--- src/rtl/version_store_if.sv ---
// Write, read and response handshake bundle for the version store.
// Master drives requests and rspReady; slave returns readies and responses.
interface version_store_if #(
  parameter int DATA_WIDTH    = 32,
  parameter int VERSION_WIDTH = 4
);
  logic                     wrValid;
  logic                     wrReady;
  logic [VERSION_WIDTH-1:0] wrVersion;
  logic [DATA_WIDTH-1:0]    wrData;
  logic                     wrDrop;
  logic                     rdValid;
  logic                     rdReady;
  logic [VERSION_WIDTH-1:0] rdVersion;
  logic                     rspValid;
  logic                     rspReady;
  logic                     rspHit;
  logic [VERSION_WIDTH-1:0] rspVersion;
  logic [DATA_WIDTH-1:0]    rspData;

  modport master (
    output wrValid, wrVersion, wrData,
    output rdValid, rdVersion, rspReady,
    input  wrReady, wrDrop, rdReady,
    input  rspValid, rspHit, rspVersion, rspData
  );

  modport slave (
    input  wrValid, wrVersion, wrData,
    input  rdValid, rdVersion, rspReady,
    output wrReady, wrDrop, rdReady,
    output rspValid, rspHit, rspVersion, rspData
  );
endinterface

--- src/rtl/version_store.sv ---
// Small versioned store: unique-tag slots, oldest-tag eviction, and
// "newest entry strictly older than bound" lookups with a 1-cycle response.
module version_store #(
  parameter int DATA_WIDTH    = 32,
  parameter int VERSION_WIDTH = 4,
  parameter int VERSION_NUM   = 4
) (
  input  logic                         clk,
  input  logic                         rstN,
  input  logic                         flush,
  version_store_if.slave               bus,
  output logic [$clog2(VERSION_NUM):0] occupancy
);
  localparam int N  = VERSION_NUM;
  localparam int IW = $clog2(VERSION_NUM);
  localparam int OW = IW + 1;

  typedef enum logic {IDLE, RESP} state_t;

  logic [N-1:0]             valid;
  logic [VERSION_WIDTH-1:0] tag  [N];
  logic [DATA_WIDTH-1:0]    data [N];

  logic                     hit_m, free_m, min_f, evict;
  logic [IW-1:0]            hit_i, free_i, min_i, wr_i;
  logic [VERSION_WIDTH-1:0] min_t;
  logic                     wr_fire, wr_go;

  logic                     lk_f;
  logic [IW-1:0]            lk_i;
  logic [VERSION_WIDTH-1:0] lk_t;

  state_t                   state, state_nx;
  logic                     rd_fire;

  assign bus.wrReady = ~flush;
  assign wr_fire     = bus.wrValid & ~flush;

  always_comb begin
    hit_m  = 1'b0;
    hit_i  = '0;
    free_m = 1'b0;
    free_i = '0;
    min_f  = 1'b0;
    min_i  = '0;
    min_t  = '0;
    for (int i = 0; i < N; i++) begin
      if (valid[i] && tag[i] == bus.wrVersion) begin
        hit_m = 1'b1;
        hit_i = IW'(i);
      end
      if (valid[i] && (!min_f || tag[i] < min_t)) begin
        min_f = 1'b1;
        min_i = IW'(i);
        min_t = tag[i];
      end
    end
    // descending scan leaves the lowest free index
    for (int i = N - 1; i >= 0; i--) begin
      if (!valid[i]) begin
        free_m = 1'b1;
        free_i = IW'(i);
      end
    end
  end

  assign evict = min_f & (bus.wrVersion > min_t);

  always_comb begin
    wr_i = '0;
    if (hit_m)       wr_i = hit_i;
    else if (free_m) wr_i = free_i;
    else if (evict)  wr_i = min_i;
  end

  assign wr_go = wr_fire & (hit_m | free_m | evict);

  always_ff @(posedge clk or negedge rstN) begin
    if (!rstN) begin
      valid      <= '0;
      bus.wrDrop <= 1'b0;
    end else begin
      bus.wrDrop <= wr_fire & ~wr_go;
      if (flush)      valid       <= '0;
      else if (wr_go) valid[wr_i] <= 1'b1;
    end
  end

  always_ff @(posedge clk) begin
    if (wr_go) begin
      tag[wr_i]  <= bus.wrVersion;
      data[wr_i] <= bus.wrData;
    end
  end

  always_comb begin
    occupancy = '0;
    for (int i = 0; i < N; i++)
      occupancy = occupancy + OW'(valid[i]);
  end

  always_comb begin
    lk_f = 1'b0;
    lk_i = '0;
    lk_t = '0;
    for (int i = 0; i < N; i++) begin
      if (valid[i] && tag[i] < bus.rdVersion &&
          (!lk_f || tag[i] > lk_t)) begin
        lk_f = 1'b1;
        lk_i = IW'(i);
        lk_t = tag[i];
      end
    end
  end

  always_ff @(posedge clk or negedge rstN) begin
    if (!rstN) state <= IDLE;
    else       state <= state_nx;
  end

  always_comb begin
    state_nx = state;
    unique case (state)
      IDLE: if (bus.rdValid) state_nx = RESP;
      RESP: if (bus.rspReady && !bus.rdValid) state_nx = IDLE;
      default: state_nx = IDLE;
    endcase
  end

  always_comb begin
    bus.rspValid = (state == RESP);
    bus.rdReady  = (state == IDLE) | bus.rspReady;
  end

  assign rd_fire = bus.rdValid & bus.rdReady;

  always_ff @(posedge clk or negedge rstN) begin
    if (!rstN) begin
      bus.rspHit     <= 1'b0;
      bus.rspVersion <= '0;
      bus.rspData    <= '0;
    end else if (rd_fire) begin
      bus.rspHit     <= lk_f;
      bus.rspVersion <= lk_f ? tag[lk_i] : '0;
      bus.rspData    <= lk_f ? data[lk_i] : '0;
    end
  end
endmodule

--- src/flat_wrapper.sv ---
// flat-port wrapper written by rule: the top's interface ports become plain ports
module version_store_flat 
#(
  parameter int DATA_WIDTH    = 32,
  parameter int VERSION_WIDTH = 4,
  parameter int VERSION_NUM   = 4
)
  (clk, rstN, flush, occupancy, bus_wrValid, bus_wrVersion, bus_wrData, bus_rdValid, bus_rdVersion, bus_rspReady, bus_wrReady, bus_wrDrop, bus_rdReady, bus_rspValid, bus_rspHit, bus_rspVersion, bus_rspData);
  version_store_if #(.DATA_WIDTH(DATA_WIDTH), .VERSION_WIDTH(VERSION_WIDTH)) bus_i ();
  input  logic clk;
  input  logic rstN;
  input  logic flush;
  output logic [$clog2(VERSION_NUM):0] occupancy;
  input wire logic [$bits(bus_i.wrValid)-1:0] bus_wrValid;
  input wire logic [$bits(bus_i.wrVersion)-1:0] bus_wrVersion;
  input wire logic [$bits(bus_i.wrData)-1:0] bus_wrData;
  input wire logic [$bits(bus_i.rdValid)-1:0] bus_rdValid;
  input wire logic [$bits(bus_i.rdVersion)-1:0] bus_rdVersion;
  input wire logic [$bits(bus_i.rspReady)-1:0] bus_rspReady;
  output wire logic [$bits(bus_i.wrReady)-1:0] bus_wrReady;
  output wire logic [$bits(bus_i.wrDrop)-1:0] bus_wrDrop;
  output wire logic [$bits(bus_i.rdReady)-1:0] bus_rdReady;
  output wire logic [$bits(bus_i.rspValid)-1:0] bus_rspValid;
  output wire logic [$bits(bus_i.rspHit)-1:0] bus_rspHit;
  output wire logic [$bits(bus_i.rspVersion)-1:0] bus_rspVersion;
  output wire logic [$bits(bus_i.rspData)-1:0] bus_rspData;
  assign bus_i.wrValid = bus_wrValid;
  assign bus_i.wrVersion = bus_wrVersion;
  assign bus_i.wrData = bus_wrData;
  assign bus_i.rdValid = bus_rdValid;
  assign bus_i.rdVersion = bus_rdVersion;
  assign bus_i.rspReady = bus_rspReady;
  assign bus_wrReady = bus_i.wrReady;
  assign bus_wrDrop = bus_i.wrDrop;
  assign bus_rdReady = bus_i.rdReady;
  assign bus_rspValid = bus_i.rspValid;
  assign bus_rspHit = bus_i.rspHit;
  assign bus_rspVersion = bus_i.rspVersion;
  assign bus_rspData = bus_i.rspData;
  version_store #(.DATA_WIDTH(DATA_WIDTH), .VERSION_WIDTH(VERSION_WIDTH), .VERSION_NUM(VERSION_NUM)) u_core (.clk(clk), .rstN(rstN), .flush(flush), .bus(bus_i), .occupancy(occupancy));
endmodule
--- config.mk ---
export PLATFORM = sky130hd
export DESIGN_NAME = version_store_flat
export DESIGN_NICKNAME = d
export VERILOG_FILES = /design/src/rtl/version_store_if.sv /design/src/rtl/version_store.sv /design/src/flat_wrapper.sv
export SDC_FILE = /design/constraint.sdc
export NUM_CORES = 1
export LEC_CHECK = 0
export ABC_AREA = 1
export BUFFER_PORTS_ARGS = -buffer_cell sky130_fd_sc_hd__buf_2
export CELL_PAD_IN_SITES_DETAIL_PLACEMENT = 0
export CELL_PAD_IN_SITES_GLOBAL_PLACEMENT = 1
export CORE_ASPECT_RATIO = 1.2
export CORE_UTILIZATION = 25
export DETAILED_ROUTE_END_ITERATION = 8
export PLACE_DENSITY = 0.59
export SYNTH_ARGS = -nofsm -noshare
export SYNTH_HDL_FRONTEND = slang
export SYNTH_SLANG_ARGS = --single-unit
--- constraint.sdc ---
create_clock -name clk -period 6 [get_ports clk]
set_input_delay 1.2 -clock clk [delete_from_list [all_inputs] [get_ports clk]]
set_output_delay 1.2 -clock clk [all_outputs]
set_load 0.005 [all_outputs]
; Word-level counts from Yosys, hierarchy flattened
; Memory sizes are Yosys's and may differ from the RTL's.
; Cells that the tools add are included.
[word_totals]
ramBits = 144
input_bits = 46
ff_bits = 43
word_cells = 120
memories = 2
output_inout_bits = 44
[mem_list]
columns = memory, depth, width, read_ports, rd_clocked_by_memory_dff, write_ports, line_no
row1 = u_core.data, 4, 32, 1, 0, 1, version_store.sv:22  ; logic [DATA_WIDTH-1:0] data [N];
row2 = u_core.tag, 4, 4, 5, 0, 1, version_store.sv:21  ; logic [VERSION_WIDTH-1:0] tag [N];
[op_classes]
n_lt_le_gt_ge = 13
add_sub_neg = 3
reduce_logical = 30
n_mux = 50
n_eq_ne = 4
n_bitwise = 12
[op_table]
columns = operator, n
row1 = 4-bit two-way mux, 10
row2 = 32-bit two-way mux, 1
row3 = 4-bit less-than comparator, 7
row4 = 2-bit two-way mux, 13
row5 = 1-bit two-way mux, 24
row6 = 4-bit == test, 4
row7 = 4-bit greater-than comparator, 4
row8 = 1-bit logical AND, 16
row9 = 1-bit logical NOT, 7
row10 = 3-bit by 1-bit adder with 3-bit output, 2
row11 = 1-bit logical OR, 6
row12 = 1-bit bitwise AND, 5
row13 = 4-bit OR, 1
row14 = 2-bit by 3-bit less-than comparator with 1-bit output (second input constant), 1
row15 = 1-bit NOT, 3
row16 = 1-bit OR, 3
row17 = 1-bit by 1-bit adder with 2-bit output, 1
row18 = 1-bit demux with 2-bit select, 1
row19 = 2-bit by 1-bit greater-or-equal comparator with 1-bit output (second input constant), 1
row20 = 1-bit one-hot mux with 2 select lines, 1
row21 = 2-bit nonzero test, 1

; Longest topological paths before layout
; An unclocked memory read counts as a cell.
[logic_depth]
ltp_word = 26
ltp_mapped = 46
depth_no_buf = 43

; Worst setup path after synthesis
; Ideal clock, no wire load.
[synth_path]
kind = flip-flop to flip-flop
start = register u_core.valid[0]
end = memory u_core.data[2][0], enable pin
path_stages_with_launch = 33
t_arrival_ps = 5613
setup_ps = 429
setup_slack_ps = -42
required_time_ps = 5571
synth_period_minus_slack_ps = 6042
path_buffers = 1
path_cell_list = dfrtp_1 -> buf_6 -> nand2_1 -> ha_1 -> a21oi_1 -> nand2_1 -> nand2_2 -> nand2_4 -> o21ai_0 -> ha_1 -> a21oi_1 -> nand2_1 -> nand2_2 -> nand2_4 -> o21ai_0 -> ha_1 -> a21oi_1 -> nand2_2 -> nand2_1 -> nand2_1 -> nand2_1 -> o21ai_0 -> ha_1 -> nand2_1 -> inv_1 -> o21ai_0 -> a32oi_1 -> nor2_1 -> nor3_1 -> nand2_2 -> nand2_1 -> nand2_1 -> nor2_1
[synth_via]
elab_chain_len = 19
word_cells_on_any_way = 40
cone_classes = order compare (4) / mux (22) / bitwise (4) / reduce/logical (10)
[synth_lines]
columns = element, line_no
row1 = from (decl), version_store.sv:20  ; logic [N-1:0] valid;
row2 = from (signal assigned), version_store.sv:80  ; valid <= '0;
row3 = from (signal assigned), version_store.sv:84  ; if (flush) valid <= '0;
row4 = "from (signal, indexed assignment)", version_store.sv:85  ; else if (wr_go) valid[wr_i] <= 1'b1;
row5 = 4-bit two-way mux or 1-bit two-way mux (tied branches), version_store.sv:52  ; if (valid[i] && (!min_f || tag[i] < min_t)) begin
row6 = 4-bit less-than comparator or 1-bit logical NOT (tied branches), version_store.sv:52
row7 = 1-bit logical OR, version_store.sv:52
row8 = 1-bit logical AND, version_store.sv:52
row9 = 4-bit two-way mux or 1-bit two-way mux (tied branches), version_store.sv:52
row10 = 4-bit less-than comparator or 1-bit logical NOT (tied branches), version_store.sv:52
row11 = 1-bit logical OR, version_store.sv:52
row12 = 1-bit logical AND, version_store.sv:52
row13 = (+3 left out), --
row14 = 1-bit logical AND, version_store.sv:52
row15 = 4-bit two-way mux, version_store.sv:52
row16 = 4-bit greater-than comparator, version_store.sv:67  ; assign evict = min_f & (bus.wrVersion > min_t);
row17 = 1-bit bitwise AND, version_store.sv:67
row18 = 1-bit OR, version_store.sv:76  ; assign wr_go = wr_fire & (hit_m | free_m | evict);
row19 = 1-bit bitwise AND, version_store.sv:76
row20 = 1-bit two-way mux, version_store.sv:90  ; if (wr_go) begin
row21 = 1-bit two-way mux (not written as such), version_store.sv:92  ; data[wr_i] <= bus.wrData;
row22 = to (decl), version_store.sv:22
; Parallel ways exist; a longest one is shown, timed or not.

; Final worst setup path
[layout_path]
start = input bus_rdVersion[1]
end = register u_core.bus.rspData[25]
[layout_via]
elab_chain_len = 17
word_cells_on_any_way = 32
cone_classes = order compare (7) / mux (11) / reduce/logical (13) / memory (1)
[layout_lines]
columns = element, line_no
row1 = from (decl), flat_wrapper.sv:18  ; input wire logic [$bits(bus_i.rdVersion)-1:0] bus_rdVersion;
row2 = 4-bit less-than comparator, version_store.sv:107  ; if (valid[i] && tag[i] < bus.rdVersion &&
row3 = 1-bit logical AND, version_store.sv:107
row4 = 4-bit two-way mux or 1-bit two-way mux (tied branches), version_store.sv:107
row5 = 4-bit greater-than comparator or 1-bit logical NOT (tied branches), version_store.sv:108  ; (!lk_f || tag[i] > lk_t)) begin
row6 = 1-bit logical OR, version_store.sv:108
row7 = 1-bit logical AND, version_store.sv:107
row8 = 4-bit two-way mux or 1-bit two-way mux (tied branches), version_store.sv:107
row9 = 4-bit greater-than comparator or 1-bit logical NOT (tied branches), version_store.sv:108
row10 = 1-bit logical OR, version_store.sv:108
row11 = 1-bit logical AND, version_store.sv:107
row12 = 4-bit two-way mux or 1-bit two-way mux (tied branches), version_store.sv:107
row13 = 4-bit greater-than comparator or 1-bit logical NOT (tied branches), version_store.sv:108
row14 = 1-bit logical OR, version_store.sv:108
row15 = 1-bit logical AND, version_store.sv:107
row16 = 2-bit two-way mux, version_store.sv:107
row17 = memory 4 x 32 bit, --
row18 = 32-bit two-way mux *, version_store.sv:145  ; bus.rspData <= lk_f ? data[lk_i] : '0;
row19 = to (signal assigned), version_store.sv:145
row20 = to (decl), version_store_if.sv:32  ; output rspValid, rspHit, rspVersion, rspData
; Mark *: on every way between the ends. The rest lies on a longest branch, timed or not.
; A chain may end at the register's enable or synchronous reset.

==> metrics.md <==
| Metric | Value |
|---|---|
| Final estimated routing congestion in global placement | approximately 0.83 |
| Hold violation count in the final report | 0 |
| Net count after synthesis | between 800 and 900 |
| Nature of the critical path startpoint | input pin |
| DR vias/cell | between 4 and 5 |
| Max-cap check violation count | 0 |
| Max-slew headroom | 0.213 |
| Total Routing Usage GR | 0.135 |
| Routed wirelength normalized by instance count | 18.7 um |
| Internal | 2.47 mW |
| Switching power of the nets | 0.875 mW |
| Largest net degree at the start of global routing | 44 |
| Crit end category | flip-flop |
| Number of buffers added to fix hold violations after cts | 0 |
| Count of mapped cells out of synthesis | 729 |
| Final setup margin | 0.0687 ns |
| Path type of the worst setup path | in2reg |
| Count of buffers inserted at the top-level ports | 89 |
| Post-synth top flop | sky130_fd_sc_hd__edfxtp_1 |
| Final HPWL DP | between 15 and 20 mm |
| Signed area change from the synthesized netlist to the final layout | 42.4% |
| Standard cell core area | between 30000 and 40000 um2 |
| Final setup violation count | 0 |
| Min-delay worst type | reg2reg |
| Transition time at the pin with the least slew margin | ~1.2 ns |
| Worst-path clk slew | ~0.07 ns |
| Setup slack after placement | -0.560 ns |
| Chip width | between 150 and 200 um |
| Status | finished clean |
| LEAKAGE | roughly 4.8 nW |
| Drt total wl | 25.5 mm |
| Final instance area | approximately 12000 um2 |
| Cell accounting for the most synthesized area | sky130_fd_sc_hd__edfxtp_1 |
| Peak ir drop on the vdd network | around 0.00020 V |
| Wire length of the first global-routing pass | ~35 mm |
| Cell class contributing the biggest share of worst-path delay | simple AND/OR/NAND/NOR gates |
| Relative contribution of sequential cells to total power | 0.456 |
| Footprint of the multi-input gates | ~3700 um2 |
| CP max stage cell | sky130_fd_sc_hd__ha_1 |
| Fin. max-slew vios | 0 |
| Clock root buffer | sky130_fd_sc_hd__clkbuf_16 |
| Row count | 73 |
| Areal power density over the cells | ~280 nW/um2 |
| Number of warnings printed during yosys synthesis | 0 |
| IO Pins | 90 |
| Async set-or-reset flop fraction in the synthesized netlist | 0.230 |
| Part of the total power dissipated in the clock network | 0.357 |
| Ratio of final minimum period to clock period | 0.989 |
| Top post-synthesis cells by area | sky130_fd_sc_hd__edfxtp_1 51%, sky130_fd_sc_hd__dfrtp_1 13%, sky130_fd_sc_hd__ha_1 5.9% |
| Full die area | around 35000 um2 |
| Share of the synthesized area in the top cell type | 0.507 |
| Total number of nets in the final design | 982 |
| Total of fill cells in the finished design | 3245 |
| Vias | between 6000 and 7000 |
| Remaining antenna violation count after routing | 0 |
| Number of H-tree levels | 4 |
| Router iterations before antenna repair | 6 |
| Buf+Inv Stages, Crit Path | 9 |
| Effective utilization at floorplan | 0.256 |
| Sequential standard cell area | roughly 5400 um2 |
| Number of antenna violations at the first check in global routing | 4 |
| Setup TNS Final | 0 ns |
| Reg-to-reg setup timing slack | roughly 0.30 ns |
| Vertical die dimension | 204 um |
| Sequential element share of the synthesized area | 0.633 |
| Mapped cell area | about 8500 um2 |
| Share of layout cells above drive strength 1 | 0.419 |
| Combinational group share of total power | 0.187 |
| Post-route clock skew | around 0.012 ns |
| Number of buffers between clock root and the deepest sink | 2 |
| Vias in the first global route | about 6100 |
| Arr. time, crit path | roughly 6.3 ns |
| Number of synthesized flops with an enable pin | between 100 and 150 |
| Most repeated library cell on the critical path | sky130_fd_sc_hd__nand2_1 |
| DRC viols | 0 |
| Maximum fanout along the worst path | 8 |
| Sink count of the clock tree | approximately 190 |
| Count of unique library cells instantiated by Yosys | 43 |
| Clock tree from TritonCTS | built |
| Flip-flop and latch count after synthesis | about 190 |
| Inserted Clock Buffers | 17 |
| Mean instance size in the synthesized netlist | 11.7 um2 |
| Unrepaired setup endpoints after global routing | yes |
| Switching Share | 0.262 |
| Longest individual stage delay on the worst path | between 0.3 and 0.4 ns |
| Max Fclk | between 0.15 and 0.2 GHz |
| Final period demand of the worst path | about 5.9 ns |
| Total congestion overflow | 0 |
| Insertion delay to the later sink of the worst-skew pair | about 0.44 ns |
| Area after DPL | around 10000 um2 |
| Initial DRC Count | 282 |
| Worst Path Required | 6.37 ns |
-- path summary, 6_finish.rpt --
path	from	to	depth (start not counted)
worst max register to register	u_core.valid[0]$_DFFE_PN0P_	u_core.data[1][20]$_DFFE_PP_	32
max in group asynchronous	rstN	u_core.bus.rspData[14]$_DFFE_PN0P_	2
worst min register to register	u_core.bus.rspHit$_DFFE_PN0P_	u_core.bus.rspHit$_DFFE_PN0P_	2
min in group asynchronous	rstN	u_core.bus.rspData[30]$_DFFE_PN0P_	2
worst min-delay path	u_core.bus.rspHit$_DFFE_PN0P_	u_core.bus.rspHit$_DFFE_PN0P_	2
worst max-delay path	bus_rdVersion[1]	u_core.bus.rspData[25]$_DFFE_PN0P_	43
-- registers in the layout (all words and copies together) (netlist names) --
signal and flops:
u_core.tag 16, u_core.bus.rspVersion 4, u_core.bus.wrDrop 1, u_core.bus.rspData 32
u_core.bus.rspValid 1, u_core.valid 4, u_core.bus.rspHit 1, u_core.data 128
-- power by group through the flow --
stage,clock network [mW],registers (mW),logic [mW]
2_1_floorplan,0,1.54,0.269
3_3_place_gp,0,1.55,0.478
3_5_place_dp,0,1.55,0.482
4_1_cts,1.22,1.52,0.486
5_1_grt,1.27,1.53,0.692
6_report,1.19,1.52,0.627
-- cells in the final DEF, fill, tap and decap left out, types with 11 or more instances in the layout --
master / n
sky130_fd_sc_hd__o21ai_0: 23
sky130_fd_sc_hd__nand2_1: 63
sky130_fd_sc_hd__buf_6: 14
sky130_fd_sc_hd__clkbuf_16: 29
sky130_fd_sc_hd__dfrtp_1: 43
sky130_fd_sc_hd__ha_1: 35
sky130_fd_sc_hd__o21ai_1: 13
sky130_fd_sc_hd__buf_12: 16
sky130_fd_sc_hd__inv_2: 11
sky130_fd_sc_hd__inv_1: 46
sky130_fd_sc_hd__buf_2: 89
sky130_fd_sc_hd__edfxtp_1: 144
sky130_fd_sc_hd__nor2_2: 38
sky130_fd_sc_hd__nor2_4: 19
sky130_fd_sc_hd__o21ai_2: 24
sky130_fd_sc_hd__o32ai_4: 15
sky130_fd_sc_hd__a22o_1: 32
sky130_fd_sc_hd__buf_4: 44
sky130_fd_sc_hd__a21oi_1: 15
sky130_fd_sc_hd__nand2_2: 16
sky130_fd_sc_hd__o32ai_2: 15
sky130_fd_sc_hd__nor2_1: 61
-- metal layers --
layer | GRT usage | share of wire
met2 | 0.231 | 0.50
met1 | 0.169 | 0.44
met4 | 0.0386 | 0.017
met3 | 0.0287 | 0.040
met5 | 0 | 0.0013
-- synthesized netlist by cell type (all sizes together) (3+ instances only) --
cell type and n:
edfxtp 144, nand2 85, a21oi 21, dfrtp 43
o32ai 32, nor3 5, inv 58, a221oi 3
a21boi 3, buf 19, nor2 118, o21ai 70
ha 40, o22ai 8, nand3 13, clkbuf 13
a22o 32
-- worst reg2reg max path: cells and delay by family (launching register included) --
| kind | cells | cell delay (ns) |
|---|---|---|
| AOI/OAI and AO/OA | 8 | 1.31 |
| buffers and inverters | 3 | 0.36 |
| DFF | 1 | 0.47 |
| and+or+nand+nor | 17 | 2.04 |
| adders and majority gates | 4 | 1.22 |
-- logic make-up (layout without fill, tap and decap cells) --
group	count (synthesis)	after routing	share of synthesized area
AOI/OAI and AO/OA	183	183	0.146
xor gates and xnor gates	4	4	0.00411
adders and majority gates	41	41	0.0610
buffers and inverters	90	267	0.0465
DFF	187	187	0.633
other	0	1	0
and+or+nand+nor	224	226	0.110
-- through the flow --
step | hold WS (ns) | util | power [mW] | instances
after floorplan | 0.474 | - | 1.81 | 729
after global placement | 0.463 | 0.298 | 2.03 | 1292
after detailed placement | 0.465 | 0.298 | 2.03 | 1292
after CTS | 0.485 | 0.318 | 3.23 | 1325
after global routing | 0.513 | 0.364 | 3.49 | 1358
final | 0.484 | 0.364 | 3.34 | 1359
-- repair_timing --
item | 4_1_cts | 5_1_grt
gates resized for setup | 4 | 264
setup buffers | 1 | 16
setup endpoints to repair | 32 | 180
endpoints found under the hold margin | 0 | 0
pin swaps | 1 | 36
gates cloned | 0 | 18
-- layout make-up --
cell class | instances | area share
Tap cell | 450 | 0.0463
Clock inverter | 14 | 0.0159
Inverter | 58 | 0.0189
Timing Repair Buffer | 177 | 0.131
Antenna cell | 1 | 0.000206
Multi-Input combinational cell | 454 | 0.308
Clock buffer | 18 | 0.0353
Sequential cell | 187 | 0.444
No activity file was read; power rests on OpenSTA's default activity.
